==> src/rtl/main_controller.sv <==
// main_controller: USB3300 sniffer sequencer executing op-stack commands (ULPI regs, UART forwarding); optional FORCE_SEND_EN macro enables force_send
module main_controller (
    input  logic        clk,
    input  logic        rst,
    input  logic        force_send,
    input  logic [15:0] op_stack_msg,
    input  logic        op_stack_empty,
    output logic        op_stack_pull,
    input  logic [7:0]  ULPI_USB_DATA,
    input  logic [15:0] ULPI_USB_INFO_DATA,
    input  logic        ULPI_DATA_buff_empty,
    input  logic        ULPI_INFO_buff_empty,
    output logic        ULPI_DATA_re,
    output logic        ULPI_INFO_re,
    input  logic        ULPI_busy,
    input  logic [7:0]  ULPI_REG_VAL_R,
    output logic [7:0]  ULPI_REG_VAL_W,
    output logic [5:0]  ULPI_ADDR,
    output logic        ULPI_PrW,
    output logic        ULPI_PrR,
    input  logic        UART_Tx_FULL,
    output logic [7:0]  UART_Tx_DATA,
    output logic        UART_send
);
    localparam logic [3:0] IDLE       = 4'd0;
    localparam logic [3:0] DECODE     = 4'd1;
    localparam logic [3:0] REG_RD     = 4'd2;
    localparam logic [3:0] REG_WR     = 4'd3;
    localparam logic [3:0] SEND_REG   = 4'd4;
    localparam logic [3:0] RECV_SEND1 = 4'd5;
    localparam logic [3:0] RECV_SEND2 = 4'd6;
    localparam logic [3:0] RECV_WAIT  = 4'd7;
`ifdef FORCE_SEND_EN
    localparam logic [3:0] FORCE      = 4'd8;
`else
    logic unused_force;
    assign unused_force = force_send;
`endif
    logic [3:0]  state;
    logic [15:0] msg;
    logic [15:0] info;
    logic [7:0]  count;
    // Command sequencer; strobes default low so each one lasts a single cycle
    always_ff @(posedge clk or negedge rst) begin
        if (!rst) begin
            state          <= IDLE;
            msg            <= '0;
            info           <= '0;
            count          <= '0;
            op_stack_pull  <= 1'b0;
            ULPI_DATA_re   <= 1'b0;
            ULPI_INFO_re   <= 1'b0;
            ULPI_REG_VAL_W <= '0;
            ULPI_ADDR      <= '0;
            ULPI_PrW       <= 1'b0;
            ULPI_PrR       <= 1'b0;
            UART_Tx_DATA   <= '0;
            UART_send      <= 1'b0;
        end else begin
            op_stack_pull <= 1'b0;
            ULPI_DATA_re  <= 1'b0;
            ULPI_INFO_re  <= 1'b0;
            ULPI_PrW      <= 1'b0;
            ULPI_PrR      <= 1'b0;
            UART_send     <= 1'b0;
            case (state)
                IDLE: begin
`ifdef FORCE_SEND_EN
                    if (force_send) state <= FORCE;
                    else
`endif
                    if (!op_stack_empty) begin
                        op_stack_pull <= 1'b1;
                        msg           <= op_stack_msg;
                        state         <= DECODE;
                    end
                end
                DECODE: begin
                    case (msg[15:14])
                        2'b11: state <= REG_RD;
                        2'b10: state <= REG_WR;
                        2'b01: state <= SEND_REG;
                        default: begin
                            if (ULPI_INFO_buff_empty) state <= IDLE;
                            else begin
                                info         <= ULPI_USB_INFO_DATA;
                                count        <= ULPI_USB_INFO_DATA[7:0];
                                ULPI_INFO_re <= 1'b1;
                                state        <= RECV_SEND1;
                            end
                        end
                    endcase
                end
                REG_RD: begin
                    if (!ULPI_busy) begin
                        ULPI_ADDR <= msg[13:8];
                        ULPI_PrR  <= 1'b1;
                        state     <= IDLE;
                    end
                end
                REG_WR: begin
                    if (!ULPI_busy) begin
                        ULPI_ADDR      <= msg[13:8];
                        ULPI_REG_VAL_W <= msg[7:0];
                        ULPI_PrW       <= 1'b1;
                        state          <= IDLE;
                    end
                end
                SEND_REG: begin
                    if (!UART_Tx_FULL) begin
                        UART_Tx_DATA <= ULPI_REG_VAL_R;
                        UART_send    <= 1'b1;
                        state        <= IDLE;
                    end
                end
                RECV_SEND1: begin
                    if (!UART_Tx_FULL) begin
                        UART_Tx_DATA <= info[15:8];
                        UART_send    <= 1'b1;
                        state        <= RECV_SEND2;
                    end
                end
                RECV_SEND2: begin
                    if (!UART_Tx_FULL) begin
                        UART_Tx_DATA <= info[7:0];
                        UART_send    <= 1'b1;
                        state        <= (count == 8'd0) ? IDLE : RECV_WAIT;
                    end
                end
                RECV_WAIT: begin
                    // Skip the cycle where a pop is still in flight so the stale head is never resent
                    if (count == 8'd0) state <= IDLE;
                    else if (!ULPI_DATA_buff_empty && !UART_Tx_FULL && !ULPI_DATA_re) begin
                        UART_Tx_DATA <= ULPI_USB_DATA;
                        UART_send    <= 1'b1;
                        ULPI_DATA_re <= 1'b1;
                        count        <= count - 8'd1;
                        if (count == 8'd1) state <= IDLE;
                    end
                end
`ifdef FORCE_SEND_EN
                FORCE: begin
                    if (!UART_Tx_FULL) begin
                        UART_Tx_DATA <= ULPI_REG_VAL_R;
                        UART_send    <= 1'b1;
                        state        <= IDLE;
                    end
                end
`endif
                default: state <= IDLE;
            endcase
        end
    end
endmodule

==> config.mk <==
export PLATFORM = sky130hd
export DESIGN_NAME = main_controller
export DESIGN_NICKNAME = d
export VERILOG_FILES = /design/src/rtl/main_controller.sv
export SDC_FILE = /design/constraint.sdc
export NUM_CORES = 1
export LEC_CHECK = 0
export BUFFER_PORTS_ARGS = -buffer_cell sky130_fd_sc_hd__buf_2
export CAP_MARGIN = 25
export CORE_MARGIN = 3
export CORE_UTILIZATION = 57
export CTS_CLUSTER_SIZE = 8
export DETAILED_ROUTE_END_ITERATION = 10
export GPL_TIMING_DRIVEN = 0
export PLACE_DENSITY = 0.85
export SYNTH_ARGS = -nofsm -noshare
export SYNTH_HDL_FRONTEND = slang
export SYNTH_SLANG_ARGS = --single-unit
==> constraint.sdc <==
create_clock -name clk -period 5.88 [get_ports clk]
set_clock_uncertainty 0.2 [all_clocks]
set_input_delay 1.176 -clock clk [delete_from_list [all_inputs] [get_ports clk]]
set_output_delay 1.176 -clock clk [all_outputs]
set_load 0.02 [all_outputs]
Word-level counts from Yosys, hierarchy flattened --
Cells that the tools add are included. W data, S select, Z words.
Storage, ports and cells: bits of input ports 56, logic and storage cells 95, bits in registers 72
Operators by class: mux-type cells 36, equality and inequality tests 22, bitwise gates (word level) 4, add/subtract/negate cells 1, reduce and logical (&&, ||, !) cells 19
Operators with widths (number):
- $mux W8 | 9
- $mux W4 | 8
- $pmux W8 S4 | 1
- $pmux W4 S7 | 1
- $ne A2 B2 Y1 const B | 9
- $eq A4 B3 Y1 const B | 4
- $pmux W8 S2 | 1
- $mux W1 | 12
- $pmux W3 S3 | 1
- $eq A4 B2 Y1 const B | 2
- $eq A8 B1 Y1 const B | 1
- $logic_not A8 Y1 | 1
- $sub A8 B1 Y8 const B | 1
- $reduce_and A7 Y1 | 1
- $mux W3 | 2
- $ne A3 B3 Y1 const B | 2
- $reduce_and A2 Y1 | 3
- $reduce_and A6 Y1 | 1
- $reduce_or A3 Y1 | 2
- $reduce_and A5 Y1 | 1
- $eq A2 B2 Y1 const B | 2
- $eq A4 B1 Y1 const B | 1
- $logic_not A4 Y1 | 1
- $not A1 Y1 | 4
- 8 further kinds | 11

Longest topological paths before layout --
depth after elaboration 6, mapped depth 8, mapped depth without buffers 7

Worst setup path after synthesis --
No wires, ideal clock.
kind input-to-reg, start input ULPI_INFO_buff_empty, end register count[5], setup time 0.123 ns, slack 3.292 ns, cell stages on the path 6, path buffers 2, data required time 5.557 ns, data arrival time 2.265 ns, cell sequence or4_4 -> buf_6 -> and2_4 -> buf_6 -> o21ai_1 -> o21ai_1
On the way: word-level cells in the longest chain between the ends 2
RTL lines:
- start: declaration | line 12 | input logic ULPI_INFO_buff_empty,
- $ne A2 B2 Y1 (no line)
- $reduce_and A5 Y1 (no line)
- end signal: assignment | line 87 | count <= ULPI_USB_INFO_DATA[7:0];
- end signal: assignment | line 137 | count <= count - 8'd1;
- end: declaration | line 42 | logic [7:0] count;
No other way between the ends. A chain may end at the register's enable or synchronous reset.

Worst setup path in the final report --
start input UART_Tx_FULL, end register state[2]
On the way: word-level cells in the longest chain between the ends 5, elaborated cells on any way between the ends 8
RTL lines:
- start: declaration | line 21 | input logic UART_Tx_FULL,
- $logic_not A1 Y1 | line 133 | else if (!ULPI_DATA_buff_empty && !UART_Tx_FULL && !ULPI_DATA_re) begin
- $logic_and A1 B1 Y1 (2 in a row) | line 133
- $ne A3 B3 Y1 (no line)
- $reduce_and A7 Y1 (no line) *
- end signal: assignment | line 127 | state <= (count == 8'd0) ? IDLE : RECV_WAIT;
- end: declaration | line 39 | logic [3:0] state;
Every way passes the cells marked *; elsewhere a longest branch is shown, timed or not.

==> flow_metrics.tcl <==
set metrics [dict create \
    status "complete, no violations" \
    crit_buf_inv 1 \
    die_h_um 81.7 \
    internal_power_w 0.00134 \
    drv_cap 0 \
    cts_tree "built" \
    cts_resized 0 \
    dieWidth_um 81.7 \
    cp_max_fo 5 \
    antenna_found_initial 1 \
    grt_pass1_vias 2490 \
    netlist_instances 301 \
    drc 0 \
    fp.coreArea_mm2 0.00534 \
    slowest_delay_ps 420 \
    cts_buffer_depth 2 \
    h-tree-depth 3 \
    path_depth 6 \
    yosysTopAreaCellShare 0.543 \
    drtIter0Drc 192 \
    yosysUniqueCellTypes 48 \
    min_path_type "flip-flop to flip-flop" \
    netlist_area_mm2 0.00327 \
    grt_pass1_wl_um 11400 \
    worstPathCellList "buf_2 > nor3_1 > a21oi_1 > o41ai_2 > o211ai_1 > a32o_1" \
    ys_warn_count 0 \
    wl_per_cell_um 15.0 \
    postCtsSetupBuffers 0 \
    clk_pin_slew_ps 70 \
    root_buffer "clkbuf_8" \
    path_delay_family "compound AO/OA/AOI/OAI gates" \
    drt.antenna.violating_nets 0 \
    syn_avg_cell_area_um2 10.9 \
    start_util 0.613 \
    p_seq_frac 0.395 \
    hold_viol_final 0 \
    syn2layout_area_growth_pct 22.0 \
    finalSetupTns_ps 0 \
    clkPwrFrac 0.199 \
    die-area_mm2 0.00668 \
    cts_num_sinks 71 \
    fin_crit_sh 0.449 \
    p_leak_nw 1.96 \
    rows 26 \
    cp-end-kind "flip-flop" \
    vias_per_cell 5.53 \
    synthArstFlopShare 1.00 \
    synth_edf_count 0 \
    grt_start_max_net_pins 72 \
    setup_violations 0 \
    irDropWorstVdd_mv 0.337 \
    final_common_cell "buf_2" \
    final_core_util 0.748 \
    cts_buffers 9 \
    clkLatencyLatePin_ps 350 \
    ys_ff_latch 71 \
    gp_congestion 0.931 \
    fin_crit_ps 2640 \
    syn_nets 359 \
    layout_common_cells "86 x buf_2, 71 x dfrtp_1, 62 x nand2_1, 36 x mux2_2, 19 x nor2_1" \
    rsz0062_at_grt "no" \
    grt_usage 0.228 \
    worst-slew-pin-transition_ps 857 \
    hpwl_um 5100 \
    wl_um 7030 \
    yosysSeqAreaShare 0.543 \
    worstRegToRegCells 6 \
    slew_violations 0 \
    synthTopCellsByArea "dfrtp_1 54%, mux2_2 12%, nand2_1 7.1%, a21oi_1 2.8%, o21ai_0 2.4%" \
    drive_above_1_share 0.386 \
    slew_headroom 0.429 \
    startpoint_type "input pin" \
    cp_slowest_cell "nor3_1" \
    n_antenna_cell 0 \
    crit_arrival_ps 2670 \
    ctsHoldBuffers 0 \
    synth_top_area_cell "dfrtp_1" \
    pwr-share-comb 0.406 \
    switching_share 0.373 \
    fmax_mhz 379 \
    crit_type "input pin to flip-flop" \
    io_pins 84 \
    switchingPower_w 0.000797 \
    nNetsFinal 452 \
    num_vias 2593 \
    whs_path_depth 2 \
    ys.flop_type "dfrtp_1" \
    port_buffers 82 \
    cp.required_ps 5910 \
    firstDrtPassIters 4 \
    power.density_mw_per_mm2 536 \
    gr-total-overflow 0 \
]
## metrics by stage
stage	worst slack (ps)	hold WS (ps)	power [W]	cell area [um2]	instances
floorplan	3290	239	0.00146	3270	301
global placement	2890	254	0.00168	3770	453
detailed placement	2880	257	0.00172	3770	453
CTS	3270	275	0.00215	3990	469
global route	3190	295	0.00228	3990	469
finish	3240	274	0.00214	3990	469
## power groups by stage
stage / combinational [W] / sequential [W] / clock, W
after floorplan: 0.000536 / 0.000928 / 0
after global placement: 0.000846 / 0.000838 / 0
after detailed placement: 0.000872 / 0.000851 / 0
after CTS: 0.000876 / 0.000844 / 0.000434
after global routing: 0.000956 / 0.000873 / 0.000454
final: 0.000868 / 0.000843 / 0.000425
## worst min-delay path: stages (launching register included)
cell	delay, ps
dfrtp_1	340
nand2_1	50
nand2_1	50
## final timing paths
| path | end | startpoint | slack (ps) |
|---|---|---|---|
| max | state[2]$_DFFE_PN0P_ | UART_Tx_FULL | 3240 |
| min in group asynchronous | count[3]$_DFFE_PN0P_ | rst | 710 |
| min | info[8]$_DFFE_PN0P_ | info[8]$_DFFE_PN0P_ | 270 |
| min reg2reg | info[8]$_DFFE_PN0P_ | info[8]$_DFFE_PN0P_ | 270 |
| max reg2reg | UART_Tx_DATA[0]$_DFFE_PN0P_ | count[1]$_DFFE_PN0P_ | 3480 |
| max in group asynchronous | info[4]$_DFFE_PN0P_ | rst | 4170 |
## per-layer routing
layer	share of wire	GRT usage
met5	0.0011	0
met4	0.021	0.0897
met3	0.084	0.0680
met2	0.47	0.363
met1	0.42	0.293
## final cells by class
type,instances,area (um2)
Multi-Input combinational cell,209,1380
Tap cell,70,87.6
Sequential cell,71,1780
Timing Repair Buffer,82,413
Clock buffer,9,124
Fill cell,414,1350
Clock inverter,7,95.1
Buffer,14,85.1
Inverter,7,26.3
## cell usage after synthesis, drive strengths merged, types with 3 or more instances
library cell	instances
dfrtp	71
nand2	62
mux2	37
o21ai	20
nor2	19
a21oi	18
buf	10
mux2i	7
inv	6
nor3	5
clkbuf	4
o211ai	4
and2	3
nor2b	3
nor3b	3
or4	3
## cells by family (layout without fill, tap and decap cells)
logic type / Yosys count / count (layout) / synth area share
buffers and inverters: 21 / 119 / 0.0341
DFF: 71 / 71 / 0.543
adders and majority gates: 2 / 2 / 0.00765
muxes: 44 / 44 / 0.149
AOI/OAI and AO/OA: 54 / 54 / 0.109
and+or+nand+nor: 109 / 109 / 0.157
## flip-flops by register name, indices dropped and copies added, names as in the netlist, 3 cells and up
register        count
info               16
msg                16
ULPI_REG_VAL_W      8
state               3
count               8
UART_Tx_DATA        8
ULPI_ADDR           6
No activity file was read; power rests on OpenSTA's default activity.
